## config.mk

```make
export PLATFORM = sky130hd
export DESIGN_NAME = mem_access_flat
export DESIGN_NICKNAME = d
export VERILOG_FILES = /design/src/rtl/mem_access_if.sv /design/src/rtl/mem_access.sv /design/src/flat_wrapper.sv
export SDC_FILE = /design/constraint.sdc
export NUM_CORES = 1
export LEC_CHECK = 0
export CAP_MARGIN = 10
export CORE_MARGIN = 2
export CORE_UTILIZATION = 40
export DETAILED_ROUTE_END_ITERATION = 7
export HOLD_SLACK_MARGIN = 0.05
export PLACE_DENSITY = 0.76
export SKIP_CTS_REPAIR_TIMING = 1
export SKIP_LAST_GASP = 1
export SLEW_MARGIN = 20
export SYNTH_ARGS = -nofsm -noshare
export SYNTH_HDL_FRONTEND = slang
export SYNTH_SLANG_ARGS = --single-unit
```

## constraint.sdc

```tcl
create_clock -name clk -period 4.2 [get_ports clk]
set_clock_uncertainty 0.2 [all_clocks]
set_input_delay 0.63 -clock clk [delete_from_list [all_inputs] [get_ports clk]]
set_output_delay 0.63 -clock clk [all_outputs]
set_load 0.02 [all_outputs]
```

## src/rtl/mem_access_if.sv

```systemverilog
// Bus bundle for the memory-access stage: EX-side handshake, data-memory req/ack and WB outputs.
// The master modport is the stage itself; the slave modport is its environment (EX, memory, WB).
interface mem_access_if #(
  parameter int ADDR_W = 32,
  parameter int DATA_W = 32
);
  logic              valid;
  logic              ready;
  logic [31:0]       inst;
  logic [4:0]        inst_type;
  logic [31:0]       result;
  logic [DATA_W-1:0] operand_b;

  logic              mem_req;
  logic              mem_we;
  logic [ADDR_W-1:0] mem_addr;
  logic [DATA_W-1:0] mem_wdata;
  logic              mem_ack;
  logic [DATA_W-1:0] mem_rdata;

  logic              wb_valid;
  logic              wb_en;
  logic [4:0]        wb_rd;
  logic [DATA_W-1:0] wb_data;

  modport master (
    input  valid, inst, inst_type, result, operand_b, mem_ack, mem_rdata,
    output ready, mem_req, mem_we, mem_addr, mem_wdata,
    output wb_valid, wb_en, wb_rd, wb_data
  );

  modport slave (
    output valid, inst, inst_type, result, operand_b, mem_ack, mem_rdata,
    input  ready, mem_req, mem_we, mem_addr, mem_wdata,
    input  wb_valid, wb_en, wb_rd, wb_data
  );
endinterface

```

## src/rtl/mem_access.sv

```systemverilog
// Memory-access stage of the 5-stage RISC pipeline: issues loads/stores over req/ack, stalls EX while busy.
// Optional macro MEM_MISALIGN_CHECK_EN adds misalign_err and suppresses requests for unaligned word accesses.
module mem_access #(
  parameter int ADDR_W = 32,
  parameter int DATA_W = 32,
  parameter int CNT_W  = 16
) (
  input  logic             clk,
  input  logic             rst_n,
  mem_access_if.master     bus,
  output logic [CNT_W-1:0] stall_cnt
`ifdef MEM_MISALIGN_CHECK_EN
  ,
  output logic             misalign_err
`endif
);

  localparam logic [4:0] T_IMM   = 5'b00100;
  localparam logic [4:0] T_REG   = 5'b01100;
  localparam logic [4:0] T_LOAD  = 5'b00000;
  localparam logic [4:0] T_STORE = 5'b01000;

  typedef enum logic {IDLE, BUSY} state_t;

  state_t     state;
  logic [4:0] rd_p1;
  logic [4:0] rd_p0;
  logic       mis_addr;
  logic       unused_inst_bits;

  function automatic logic is_alu(input logic [4:0] t);
    return (t == T_IMM) || (t == T_REG);
  endfunction

  function automatic logic is_mem(input logic [4:0] t);
    return (t == T_LOAD) || (t == T_STORE);
  endfunction

  function automatic logic [CNT_W-1:0] sat_inc(input logic [CNT_W-1:0] c);
    return (c == {CNT_W{1'b1}}) ? c : c + 1'b1;
  endfunction

  assign rd_p0            = bus.inst[11:7];
  assign unused_inst_bits = ^{bus.inst[31:12], bus.inst[6:0]};

`ifdef MEM_MISALIGN_CHECK_EN
  assign mis_addr = (bus.result[1:0] != 2'b00);
`else
  assign mis_addr = 1'b0;
`endif

  always_ff @(posedge clk or negedge rst_n) begin
    if (!rst_n) begin
      state         <= IDLE;
      rd_p1         <= '0;
      bus.ready     <= 1'b1;
      bus.mem_req   <= 1'b0;
      bus.mem_we    <= 1'b0;
      bus.mem_addr  <= '0;
      bus.mem_wdata <= '0;
      bus.wb_valid  <= 1'b0;
      bus.wb_en     <= 1'b0;
      bus.wb_rd     <= '0;
      bus.wb_data   <= '0;
      stall_cnt     <= '0;
`ifdef MEM_MISALIGN_CHECK_EN
      misalign_err  <= 1'b0;
`endif
    end else begin
      bus.wb_valid <= 1'b0;
`ifdef MEM_MISALIGN_CHECK_EN
      misalign_err <= 1'b0;
`endif
      case (state)
        // p0 -> p1: accept from EX; ALU/branch retire next cycle, memory ops launch a request
        IDLE: begin
          if (bus.valid) begin
            if (is_mem(bus.inst_type) && !mis_addr) begin
              bus.mem_req   <= 1'b1;
              bus.mem_we    <= (bus.inst_type == T_STORE);
              bus.mem_addr  <= ADDR_W'(bus.result);
              bus.mem_wdata <= (bus.inst_type == T_STORE) ? bus.operand_b : '0;
              rd_p1         <= rd_p0;
              bus.ready     <= 1'b0;
              state         <= BUSY;
            end else begin
              bus.wb_valid <= 1'b1;
              bus.wb_rd    <= rd_p0;
              if (is_alu(bus.inst_type)) begin
                bus.wb_en   <= (rd_p0 != 5'd0);
                bus.wb_data <= DATA_W'(bus.result);
              end else begin
                bus.wb_en   <= 1'b0;
                bus.wb_data <= '0;
              end
`ifdef MEM_MISALIGN_CHECK_EN
              misalign_err <= is_mem(bus.inst_type);
`endif
            end
          end
        end
        // p1 -> p2: hold the request until ack, then retire to WB
        BUSY: begin
          stall_cnt <= sat_inc(stall_cnt);
          if (bus.mem_ack) begin
            bus.mem_req  <= 1'b0;
            bus.ready    <= 1'b1;
            state        <= IDLE;
            bus.wb_valid <= 1'b1;
            bus.wb_rd    <= rd_p1;
            if (!bus.mem_we) begin
              bus.wb_en   <= (rd_p1 != 5'd0);
              bus.wb_data <= bus.mem_rdata;
            end else begin
              bus.wb_en   <= 1'b0;
              bus.wb_data <= '0;
            end
          end
        end
        default: state <= IDLE;
      endcase
    end
  end

endmodule

```

## src/flat_wrapper.sv

```systemverilog
// flat-port wrapper written by rule: the top's interface ports become plain ports
module mem_access_flat 
#(
  parameter int ADDR_W = 32,
  parameter int DATA_W = 32,
  parameter int CNT_W  = 16
)
  (clk, rst_n, stall_cnt, bus_valid, bus_inst, bus_inst_type, bus_result, bus_operand_b, bus_mem_ack, bus_mem_rdata, bus_ready, bus_mem_req, bus_mem_we, bus_mem_addr, bus_mem_wdata, bus_wb_valid, bus_wb_en, bus_wb_rd, bus_wb_data);
  mem_access_if #(.ADDR_W(ADDR_W), .DATA_W(DATA_W)) bus_i ();
  input  logic clk;
  input  logic rst_n;
  output logic [CNT_W-1:0] stall_cnt;
  input wire logic [$bits(bus_i.valid)-1:0] bus_valid;
  input wire logic [$bits(bus_i.inst)-1:0] bus_inst;
  input wire logic [$bits(bus_i.inst_type)-1:0] bus_inst_type;
  input wire logic [$bits(bus_i.result)-1:0] bus_result;
  input wire logic [$bits(bus_i.operand_b)-1:0] bus_operand_b;
  input wire logic [$bits(bus_i.mem_ack)-1:0] bus_mem_ack;
  input wire logic [$bits(bus_i.mem_rdata)-1:0] bus_mem_rdata;
  output wire logic [$bits(bus_i.ready)-1:0] bus_ready;
  output wire logic [$bits(bus_i.mem_req)-1:0] bus_mem_req;
  output wire logic [$bits(bus_i.mem_we)-1:0] bus_mem_we;
  output wire logic [$bits(bus_i.mem_addr)-1:0] bus_mem_addr;
  output wire logic [$bits(bus_i.mem_wdata)-1:0] bus_mem_wdata;
  output wire logic [$bits(bus_i.wb_valid)-1:0] bus_wb_valid;
  output wire logic [$bits(bus_i.wb_en)-1:0] bus_wb_en;
  output wire logic [$bits(bus_i.wb_rd)-1:0] bus_wb_rd;
  output wire logic [$bits(bus_i.wb_data)-1:0] bus_wb_data;
  assign bus_i.valid = bus_valid;
  assign bus_i.inst = bus_inst;
  assign bus_i.inst_type = bus_inst_type;
  assign bus_i.result = bus_result;
  assign bus_i.operand_b = bus_operand_b;
  assign bus_i.mem_ack = bus_mem_ack;
  assign bus_i.mem_rdata = bus_mem_rdata;
  assign bus_ready = bus_i.ready;
  assign bus_mem_req = bus_i.mem_req;
  assign bus_mem_we = bus_i.mem_we;
  assign bus_mem_addr = bus_i.mem_addr;
  assign bus_mem_wdata = bus_i.mem_wdata;
  assign bus_wb_valid = bus_i.wb_valid;
  assign bus_wb_en = bus_i.wb_en;
  assign bus_wb_rd = bus_i.wb_rd;
  assign bus_wb_data = bus_i.wb_data;
  mem_access #(.ADDR_W(ADDR_W), .DATA_W(DATA_W), .CNT_W(CNT_W)) u_core (.clk(clk), .rst_n(rst_n), .bus(bus_i), .stall_cnt(stall_cnt));
endmodule
```

==> metrics <==
number of vias per cell=5.05; fillers=between 900 and 1,000; top cells by area, synth=dfrtp_1, mux2_2, nand2_1, a22oi_1, a21oi_1; number of DRC markers in iteration 0=between 200 and 300; I/O Pins=259; Initial Utilization=0.405; DRT met1 WL=6.05 mm; register area share after synthesis=0.605; DIE AREA=14,200 um2; Skew-Pair Late Insertion Delay=410 ps; total track usage=0.220; Wirelength per Cell=16.7 um; Reg clk slew, reported paths=50 ps; Setup CP Type=primary input to flop; Mapped Cells=478; ANT cells=0; minimum clock period after layout=2760 ps; DP HPWL=10.3 mm; vias in the first global route=4,788; Hold Vio Cnt, Final=0; largest net degree at the start of global routing=83; Post-Route WL=14.8 mm; Post-Syn Nets=616; Req. time, crit path=4290 ps; average size of a mapped cell=11.1 um2; initial antenna violation count=0; nets=838; final setup fails=0; DRT antenna net count=0; most common cell in the synthesized netlist=dfrtp_1; remaining global-route overflow=0; Synth top area share=0.600; met3 wire length=1.26 mm; chip height=119 um; num rows=42; Mapped Area=5300 um2; die width=119 um; register area=3200 um2; Worst Path Arrival=2850 ps; Clock Path Buffers=2; Rel. slew slack=0.348; FFs w/ async S/R, synth=1.00; most frequent cells after synthesis=dfrtp_1, nand2_1, nor2_1; Max rail drop VDD=between 0.0002 and 0.0003 V; RSZ-0062 raised after global routing=no; core area=13,100 um2; worst hold path class=primary input to asynchronous set/reset pin; status=finished clean; Remaining DRCs=0; most common flop cell mapped by yosys=dfrtp_1; placed cell area=7750 um2; Sink Count=roughly 130; post-synth cell types=33; warning count from the yosys run=0; number of synthesized flops with an enable pin=0; Layout area overhead=56.9%; Final Max Tran Viols=0; pre-CTS WS=between 900 and 1000 ps; CTS tree=done; DP Cell Count=roughly 860; Root Driver=clkbuf_16; maxcap violations=0; endpoint class of the critical path=flop; Max Clk Rate=362 MHz; Leak Pwr=roughly 0.0035 uW; fin crit share=0.657; layout cells sized above 1=0.112; drt pass-1 iters=7; area of the multi-input gates=1950 um2; pwr dens=around 490 nW/um2; global-route wire length before repair=24.4 mm; CTS buffer count=17; Tightest Pin Transition=975 ps; Highest Signal Layer=met4; crit start category=primary input; GPL Wtd Cong=between 0.7 and 0.8; Finished Layout Cells=between 800 and 900; fin worst setup slack=1440 ps; Port-buffer cells=231; crit-path max FO=78; DR vias=4,486; setup TNS=0 ps; post-route cell area=approximately 8300 um2; routed length on met2=just over 7 mm; Synth Register Bits=128; leading area contributor after synthesis=dfrtp_1; H-tree depth=4
## registers in the layout, summed over array words and instances, names as in the netlist
name                  cells
u_core.bus.wb_valid       1
u_core.rd_p1              5
u_core.bus.mem_wdata     32
u_core.bus.mem_addr      32
u_core.bus.wb_en          1
u_core.stall_cnt         16
u_core.state              1
u_core.bus.wb_data       32
u_core.bus.mem_req        1
u_core.bus.wb_rd          5
u_core.bus.mem_we         1
u_core.bus.ready          1
## routing by layer
metal	GRT usage	up-vias
li1	-	2114
met1	0.267	2161
met2	0.347	179
met3	0.0876	32
met4	0.0997	0
met5	0	-
## through the flow
| step | util | hold WS (ps) | total power [uW] |
|---|---|---|---|
| 2_1_floorplan | - | 134 | 2090 |
| 3_3_place_gp | 0.593 | 253 | 2700 |
| 3_5_place_dp | 0.593 | 256 | 2740 |
| 4_1_cts | 0.635 | 235 | 4140 |
| 5_1_grt | 0.635 | 113 | 4280 |
| 6_report | 0.635 | 65.9 | 4100 |
## final cells by class
type,count,share of cell area
inverter,3,0.00135
sequential,128,0.385
clock buffer,26,0.0612
multi-input combinational,315,0.235
timing repair buffer,235,0.284
tap,176,0.0265
clock inverter,5,0.00632
## worst max-delay path: stages
cell,delay (ps)
clkdlybuf4s50_1,440
nor4_2,570
nand3_4,470
buf_12,360
mux2_2,320
## cells in the final DEF, fill, tap and decap left out, types with 2 or more instances in the layout
| cell | synthesis | routed |
|---|---|---|
| xor2_1 | 9 | 9 |
| a22oi_1 | 32 | 32 |
| nand4_1 | 5 | 5 |
| clkbuf_16 | 0 | 17 |
| or4_1 | 2 | 2 |
| nand3_1 | 5 | 5 |
| buf_12 | 0 | 2 |
| nor3_1 | 7 | 7 |
| clkbuf_8 | 0 | 5 |
| mux2i_1 | 5 | 5 |
| mux2_2 | 35 | 35 |
| and4_1 | 2 | 2 |
| clkinv_2 | 0 | 3 |
| clkdlybuf4s50_1 | 0 | 229 |
| a21oi_1 | 37 | 37 |
| dfrtp_1 | 127 | 127 |
| nand2_1 | 76 | 76 |
| buf_4 | 0 | 2 |
| clkbuf_1 | 18 | 4 |
| inv_1 | 3 | 3 |
| nor2_1 | 43 | 42 |
| mux2_4 | 3 | 3 |
| xnor2_1 | 6 | 6 |
| o21ai_0 | 35 | 35 |
| nor4_2 | 2 | 2 |
## worst paths after layout
check                                  from                     end  slack (ps)  cells past startpoint
min reg2reg                u_core.bus.ready        u_core.bus.ready         260                      2
max in group asynchronous             rst_n  u_core.bus.wb_data[12]        2980                      2
max reg2reg                    u_core.state  u_core.bus.wb_data[10]        1650                      4
max                        bus_inst_type[1]  u_core.bus.mem_addr[4]        1440                      5
min                                   rst_n     u_core.bus.wb_rd[0]          70                      1
min in group clk           u_core.bus.ready        u_core.bus.ready         260                      2
## where the power goes
part           total (uW)  switching (uW)  internal, uW
combinational        1120             542           575
clock                1390             502           885
sequential           1590             137          1450
## logic make-up (layout without fill, tap and decap cells)
logic type,after synthesis,count (layout),synth area share
AOI/OAI and AO/OA,108,108,0.122
xor gates and xnor gates,15,15,0.0248
adders and majority gates,1,1,0.00236
buffers and inverters,35,269,0.0316
DFF,128,128,0.605
muxes,44,44,0.0945
and+or+nand+nor,147,147,0.120
(Power assumes the default switching activity.)
